File: src/rtl/mux8_serializer_if.sv
// mux8_serializer_if: word-in / bit-out handshake bundle for mux8_serializer
//   in_valid/in_ready/in_data       : parallel word channel (upstream -> block)
//   ser_valid/ser_ready/ser_out     : serial bit channel (block -> downstream)
//   ser_last, bit_idx               : last-bit flag and beat counter of the active word
//   modport slave = the serializer, modport master = the agent driving/consuming it
interface mux8_serializer_if;
  logic       in_valid;
  logic       in_ready;
  logic [7:0] in_data;
  logic       ser_valid;
  logic       ser_ready;
  logic       ser_out;
  logic       ser_last;
  logic [2:0] bit_idx;
  modport slave (
    input  in_valid, in_data, ser_ready,
    output in_ready, ser_valid, ser_out, ser_last, bit_idx
  );
  modport master (
    output in_valid, in_data, ser_ready,
    input  in_ready, ser_valid, ser_out, ser_last, bit_idx
  );
endinterface

File: src/rtl/mux8_serializer.sv
// mux8_serializer: 8-bit parallel-to-serial converter built around an 8:1 bit-select mux
//   clk   : rising-edge clock
//   rst_n : synchronous active-low reset
//   bus   : mux8_serializer_if.slave (word in, bit out, ser_last, bit_idx)
//   MSB_FIRST : 0 sends bit 0 first, 1 sends bit 7 first
module mux_8 (
  input  logic [7:0] data,
  input  logic [2:0] sel,
  output logic       y
);
  assign y = data[sel];
endmodule

module mux8_serializer #(
  parameter bit MSB_FIRST = 1'b0
) (
  input logic                  clk,
  input logic                  rst_n,
  mux8_serializer_if.slave     bus
);
  typedef enum logic {IDLE, SHIFT} state_t;
  state_t     state, state_d;
  logic [7:0] hold_q, hold_d, pend_q, pend_d;
  logic [2:0] cnt, cnt_d, sel;
  logic       pend_v, pend_v_d, in_fire, beat, last, mux_y;
  assign bus.in_ready  = rst_n && !pend_v;
  assign bus.ser_valid = state == SHIFT;
  assign bus.ser_last  = bus.ser_valid && last;
  assign bus.bit_idx   = cnt;
  assign bus.ser_out   = mux_y;
  assign in_fire = bus.in_valid && bus.in_ready;
  assign beat    = bus.ser_valid && bus.ser_ready;
  assign last    = cnt == 3'd7;
  assign sel     = MSB_FIRST ? ~cnt : cnt;
  mux_8 u_mux (.data(hold_q), .sel(sel), .y(mux_y));
  always_comb begin
    state_d  = state;
    hold_d   = hold_q;
    cnt_d    = cnt;
    pend_d   = pend_q;
    pend_v_d = pend_v;
    if (state == IDLE) begin
      hold_d  = in_fire ? bus.in_data : hold_q;
      cnt_d   = in_fire ? 3'd0 : cnt;
      state_d = in_fire ? SHIFT : IDLE;
    end else if (beat && !last) begin
      cnt_d = cnt + 3'd1;
    end else if (beat) begin
      // last beat: pending word first, then a same-cycle input word, else drain
      cnt_d    = 3'd0;
      hold_d   = pend_v ? pend_q : in_fire ? bus.in_data : hold_q;
      pend_v_d = 1'b0;
      state_d  = (pend_v || in_fire) ? SHIFT : IDLE;
    end
    // a word arriving while busy parks in the pending slot unless the last beat took it
    if (state == SHIFT && in_fire && !(beat && last)) begin
      pend_d   = bus.in_data;
      pend_v_d = 1'b1;
    end
  end
  always_ff @(posedge clk) begin
    if (!rst_n) begin
      state  <= IDLE;
      hold_q <= 8'd0;
      cnt    <= 3'd0;
      pend_q <= 8'd0;
      pend_v <= 1'b0;
    end else begin
      state  <= state_d;
      hold_q <= hold_d;
      cnt    <= cnt_d;
      pend_q <= pend_d;
      pend_v <= pend_v_d;
    end
  end
endmodule

File: src/flat_wrapper.sv
// flat-port wrapper written by rule: the top's interface ports become plain ports
module mux8_serializer_flat 
#(
  parameter bit MSB_FIRST = 1'b0
)
  (clk, rst_n, bus_in_valid, bus_in_data, bus_ser_ready, bus_in_ready, bus_ser_valid, bus_ser_out, bus_ser_last, bus_bit_idx);
  mux8_serializer_if bus_i ();
  input logic clk;
  input logic rst_n;
  input wire logic [$bits(bus_i.in_valid)-1:0] bus_in_valid;
  input wire logic [$bits(bus_i.in_data)-1:0] bus_in_data;
  input wire logic [$bits(bus_i.ser_ready)-1:0] bus_ser_ready;
  output wire logic [$bits(bus_i.in_ready)-1:0] bus_in_ready;
  output wire logic [$bits(bus_i.ser_valid)-1:0] bus_ser_valid;
  output wire logic [$bits(bus_i.ser_out)-1:0] bus_ser_out;
  output wire logic [$bits(bus_i.ser_last)-1:0] bus_ser_last;
  output wire logic [$bits(bus_i.bit_idx)-1:0] bus_bit_idx;
  assign bus_i.in_valid = bus_in_valid;
  assign bus_i.in_data = bus_in_data;
  assign bus_i.ser_ready = bus_ser_ready;
  assign bus_in_ready = bus_i.in_ready;
  assign bus_ser_valid = bus_i.ser_valid;
  assign bus_ser_out = bus_i.ser_out;
  assign bus_ser_last = bus_i.ser_last;
  assign bus_bit_idx = bus_i.bit_idx;
  mux8_serializer #(.MSB_FIRST(MSB_FIRST)) u_core (.clk(clk), .rst_n(rst_n), .bus(bus_i));
endmodule
File: config.mk
export PLATFORM = sky130hd
export DESIGN_NAME = mux8_serializer_flat
export DESIGN_NICKNAME = d
export VERILOG_FILES = /design/src/rtl/mux8_serializer_if.sv /design/src/rtl/mux8_serializer.sv /design/src/flat_wrapper.sv
export SDC_FILE = /design/constraint.sdc
export NUM_CORES = 1
export LEC_CHECK = 0
export ABC_AREA = 1
export BUFFER_PORTS_ARGS = -buffer_cell sky130_fd_sc_hd__buf_2
export CORE_MARGIN = 5
export CORE_UTILIZATION = 45
export DETAILED_ROUTE_END_ITERATION = 6
export PLACE_DENSITY = 0.67
export REMOVE_ABC_BUFFERS = 1
export SETUP_SLACK_MARGIN = 0.5
export SLEW_MARGIN = 10
export SYNTH_ARGS = -nofsm -noshare
export SYNTH_HDL_FRONTEND = slang
export SYNTH_SLANG_ARGS = --single-unit
export TNS_END_PERCENT = 100
File: constraint.sdc
create_clock -name clk -period 1.7 [get_ports clk]
set_clock_uncertainty 0.05 [all_clocks]
set_input_delay 0.17 -clock clk [delete_from_list [all_inputs] [get_ports clk]]
set_output_delay 0.17 -clock clk [all_outputs]
set_load 0.02 [all_outputs]
# Word level (Yosys, flattened, before mapping)

Cells that the tools add are included.

Flip-flop bits (word level): 21
Bits in latches: 0
RAM bits: 0
Bits in read-only memories: 0
Bits of input ports: 12
Memories kept: 0

Add/subtract/negate cells: 1
Multiply operators: 0
Div/mod/pow operators: 0
Magnitude comparators: 1
Eq/ne operators: 5
Shift-type cells: 0
Mux-type cells: 20
Bitwise operators: 0
Reductions and logical operators: 18

Operator list:

| cell                                                | number |
|---|---|
| 2-to-1 mux 8 bit                                    | 5 |
| 2-to-1 mux 3 bit                                    | 4 |
| 2-to-1 mux 1 bit                                    | 10 |
| logical AND 1 bit                                   | 8 |
| != test 2 bit (second input constant)               | 3 |
| nonzero test 2 bit                                  | 3 |
| < comparator 3 x 4 -> 1 bit (second input constant) | 1 |
| AND reduction 2 bit                                 | 2 |
| adder 3 x 1 -> 3 bit (second input constant)        | 1 |
| binary-select mux 1 bit (select 3 bit)              | 1 |
| equality test 3 bit (second input constant)         | 1 |
| zero test 1 bit                                     | 3 |
| != test 3 bit (second input constant)               | 1 |
| AND reduction 3 bit                                 | 1 |
| logical OR 1 bit                                    | 1 |

# Logic depth before layout (Yosys ltp)

Word-level depth: 8
Gate-level depth with buffers: 8
Mapped depth without buffers: 8

# Cells and area by module

Synthesis repeated with hierarchy kept, for this count alone.

Cell total of the unflattened synthesis: 183
Area total of the unflattened synthesis: 1182.4 sq um

By module, submodules not included:

| module          | instances | cells each | area each (sq um) | sequential area each (sq um) |
|---|---|---|---|---|
| mux8_serializer | 1         | 155        | 1072.3            | 420.4 |
| mux_8           | 1         | 28         | 110.1             | 0.0 |

# Worst setup path before layout

Ideal clock, no wire load.

Path type: register to register
From: register u_core.cnt[1], in the netlist u_core.bus.bit_idx[1]
To: register u_core.hold_q[5]
Library setup time: 115 ps
Arrival time: 1469 ps
Path slack: 66 ps
Cell stages (with the launch flop): 9
Buffers on the path: 1
Clock period less this slack: 1634 ps
Path through: dfxtp_1 -> ha_1 -> ha_1 -> nand2_1 -> nand2_2 -> buf_2 -> o21ai_1 -> a21oi_1 -> nor2_1

Cells in the longest elaborated chain, start to end: 5

Ends and longest elaborated chain:

| item                          | RTL line              | text |
|---|---|---|
| start, declared               | mux8_serializer.sv:24 | `logic [2:0] cnt, cnt_d, sel;` |
| start signal, assigned        | mux8_serializer.sv:71 | `cnt <= cnt_d;` |
| equality test 3 bit           | mux8_serializer.sv:33 | `assign last = cnt == 3'd7;` |
| zero test 1 bit               | mux8_serializer.sv:46 | `end else if (beat && !last) begin` |
| logical AND 1 bit             | mux8_serializer.sv:46 |  |
| != test 2 bit (no line)       | --                    |  |
| AND reduction 2 bit (no line) | --                    |  |
| end signal, assigned          | mux8_serializer.sv:70 | `hold_q <= hold_d;` |
| end, declared                 | mux8_serializer.sv:23 | `logic [7:0] hold_q, hold_d, pend_q, pend_d;` |

Every way passes these cells.
A chain may end at the register's enable or synchronous reset.

# Final worst setup path

From: register u_core.cnt[0], in the netlist u_core.bus.bit_idx[0]
To: register u_core.hold_q[5]

Same word-level chain as after synthesis.

==> key figures <==
Outcome
  – Outcome: finished, final reports clean

Logic synthesis
  – Post-Syn Area: 1060 um^2
  – Synth Instances: 168
  – Sequential element share of the synthesized area: 0.395
  – YS warnings: 0
  – Syn avg cell area: 6.34 um^2
  – Seq cells post-synth: 21
  – Post-synth cell types: 18

STA
  – Final-report setup violation count: 0
  – Final hold vios: 0
  – Fmax: 0.650 GHz
  – Slew Viols, Final: 0
  – Min Tclk post-route: 1.54 ns
  – Rel. slew slack: 0.851
  – Worst slew pin tran: 0.222 ns
  – Period utilisation layout: 0.905
  – RSZ-0062 raised after global routing: yes

Worst setup path
  – Max FO, Critical Path: 6
  – Worst Path Required: 1.85 ns
  – Internal reg-to-reg setup slack: 0.16 ns
  – Reg2reg end: u_core.hold_q[5]
  – R2R cell count: 8
  – Crit end category: flip-flop
  – Worst Setup Start Kind: flip-flop
  – Crit Path Class: reg2reg
  – Worst r2r src: u_core.bus.bit_idx[0]
  – CP arrival: 1.69 ns

Placement
  – Final GP Congestion: 0.855
  – Port bufs: 18
  – Dpl hpwl: 1750 um

Floorplan
  – Site row count: 17
  – Die area: 3440 um^2
  – Starting Density: 0.477
  – Io pins: 19
  – Placeable core area: 2230 um^2
  – Die extent in y: 58.6 um
  – DIE WIDTH: 58.6 um

Drt
  – Drt via density: 4.90
  – Via count: 1098
  – Initial drt markers: 44
  – Post-Route WL: 2550 um
  – Routed Antenna Nets: 0
  – DRC Markers: 0
  – DR WL/cell: 11.4 um
  – Pre-antenna DRT Iters: 4

Pwr
  – Power Total: 0.972 mW
  – Peak VDD IR: 645 uV
  – Pwr Density: 708 nW/um^2
  – Leakage: 0.695 nW

Finish
  – Commonest non-fill, non-tap cells in the layout: nand2_1, nor2_1, inv_1
  – Nets: 211
  – Antenna cells: 0
  – Leading cell type in the layout, fill and taps excluded: nand2_1
  – Filler instances: 228
  – Finished Core Util: 0.615
  – Share of cells above drive strength 1: 0.255
  – Area growth syn-to-layout: 28.9%

CTS
  – CTS root buffer: clkbuf_4
  – Clk_lat worst skew: 0.30 ns
  – CTS Sinks: 21
  – CTS tree: yes
  – H-tree Lvls: 1
  – Clock Path Buffers: 2
  – Worst-path clk slew: 0.12 ns
  – TritonCTS Buffers: 3

Min path
  – Hold Startpoint: bus_in_data[6]
  – Worst Hold Path EP: u_core.pend_q[6]
  – WHS Path Cells: 3
  – Worst hold path class: in2reg

GRT
  – Total GRT Usage: 0.164
  – Initial antenna violation count: 0
  – Grt ovf: 0
  – Vias in the first global route: 1073
  – Largest net degree at the start of global routing: 13
  – First-pass GRT wire length: 4500 um

Run
  – Max_cap viols: 0
[Yosys cell counts]
master | instances | share of area
a31oi_1 | 1 | 0.0059
buf_2 | 4 | 0.019
a21oi_1 | 7 | 0.033
o21ai_1 | 1 | 0.0047
nand4_1 | 1 | 0.0059
o211ai_1 | 2 | 0.014
dfxtp_1 | 21 | 0.39
nand2_2 | 2 | 0.012
nand3_1 | 12 | 0.056
nor3_1 | 1 | 0.0047
nor2_4 | 1 | 0.011
o21ai_0 | 10 | 0.047
clkbuf_1 | 1 | 0.0035
nand2_1 | 48 | 0.17
inv_1 | 20 | 0.071
ha_1 | 2 | 0.023
nor2_1 | 33 | 0.12
nand3_2 | 1 | 0.0094
[report_power, final]
group | switching [mW] | internal, mW | leakage (nW)
clock | 0.140 | 0.0912 | 0.0150
combinational | 0.119 | 0.0897 | 0.505
sequential | 0.0152 | 0.517 | 0.175
total | 0.274 | 0.698 | 0.695
[area by class of cell]
class / count / area, um^2 / share of cell area
flip-flops and latches: 21 / 434 / 0.316
repair buffers: 28 / 208 / 0.151
multi-input cells: 123 / 592 / 0.431
well taps: 28 / 35.0 / 0.0255
clock buffers: 4 / 26.3 / 0.0191
inverters: 20 / 77.6 / 0.0565
[cell families (layout without fill, tap and decap cells)]
family,Yosys count,after routing,synth area share
adder cells (fa/ha/maj),2,2,0.0235
AND/OR/NAND/NOR,99,100,0.384
AO/OA/AOI/OAI,21,21,0.105
flip-flops,21,21,0.395
buffers and inverters,25,52,0.0928
[per-stage QoR]
stage	cells	hold WS, ns	cell area, um^2	worst slack (ns)	TNS [ns]
floorplan	163	0.218	1040	-0.0369	-0.258
global placement	214	0.367	1200	0.174	0
detailed placement	214	0.371	1200	0.114	0
CTS	222	0.0573	1320	0.218	0
global route	224	0.0761	1370	0.0979	0
finish	224	0.0526	1370	0.161	0
[worst max-delay path by stage]
| stage | startpoint | end | slack (ns) | cells after the start |
|---|---|---|---|---|
| 6_report | u_core.bus.bit_idx[0] | u_core.hold_q[5] | 0.16 | 8 |
| 5_1_grt | u_core.bus.bit_idx[0] | bus_ser_out | 0.1 | 7 |
| 4_1_cts | u_core.bus.bit_idx[0] | bus_ser_out | 0.22 | 8 |
| 3_5_place_dp | u_core.bus.bit_idx[0] | u_core.pend_q[3] | 0.11 | 8 |
| 3_3_place_gp | u_core.bus.bit_idx[0] | u_core.pend_q[4] | 0.17 | 8 |
| 2_1_floorplan | u_core.bus.bit_idx[0] | u_core.pend_q[0] | -0.04 | 8 |
[layer usage]
metal / track usage / up-vias / part of all wire
met5: 0 / - / 0
met4: 0.0615 / 0 / 0.016
met3: 0.0197 / 4 / 0.043
met2: 0.289 / 28 / 0.48
met1: 0.205 / 485 / 0.46
li1: - / 581 / -
[state kept, by name, summed over array words and instances, names as in the netlist]
register	cells
u_core.pend_q	8
u_core.pend_v	1
u_core.hold_q	8
u_core.bus.ser_valid	1
u_core.bus.bit_idx	3
[worst max-delay path, stage by stage (launching register included)]
cell	delay (ns)
dfxtp_4	0.38
ha_2	0.17
ha_2	0.21
nand2_2	0.09
nand2_4	0.10
buf_6	0.13
o21ai_1	0.06
a21oi_1	0.17
nor2_1	0.07
[repair_timing]
item                       CTS  global route
hold buffers                 0             0
cloned                       2             1
setup buffers                2             1
setup endpoints to repair   26            28
pin swaps                    3             7
resized for setup           27            15
Note: power is estimated with default switching activity, not from simulation.
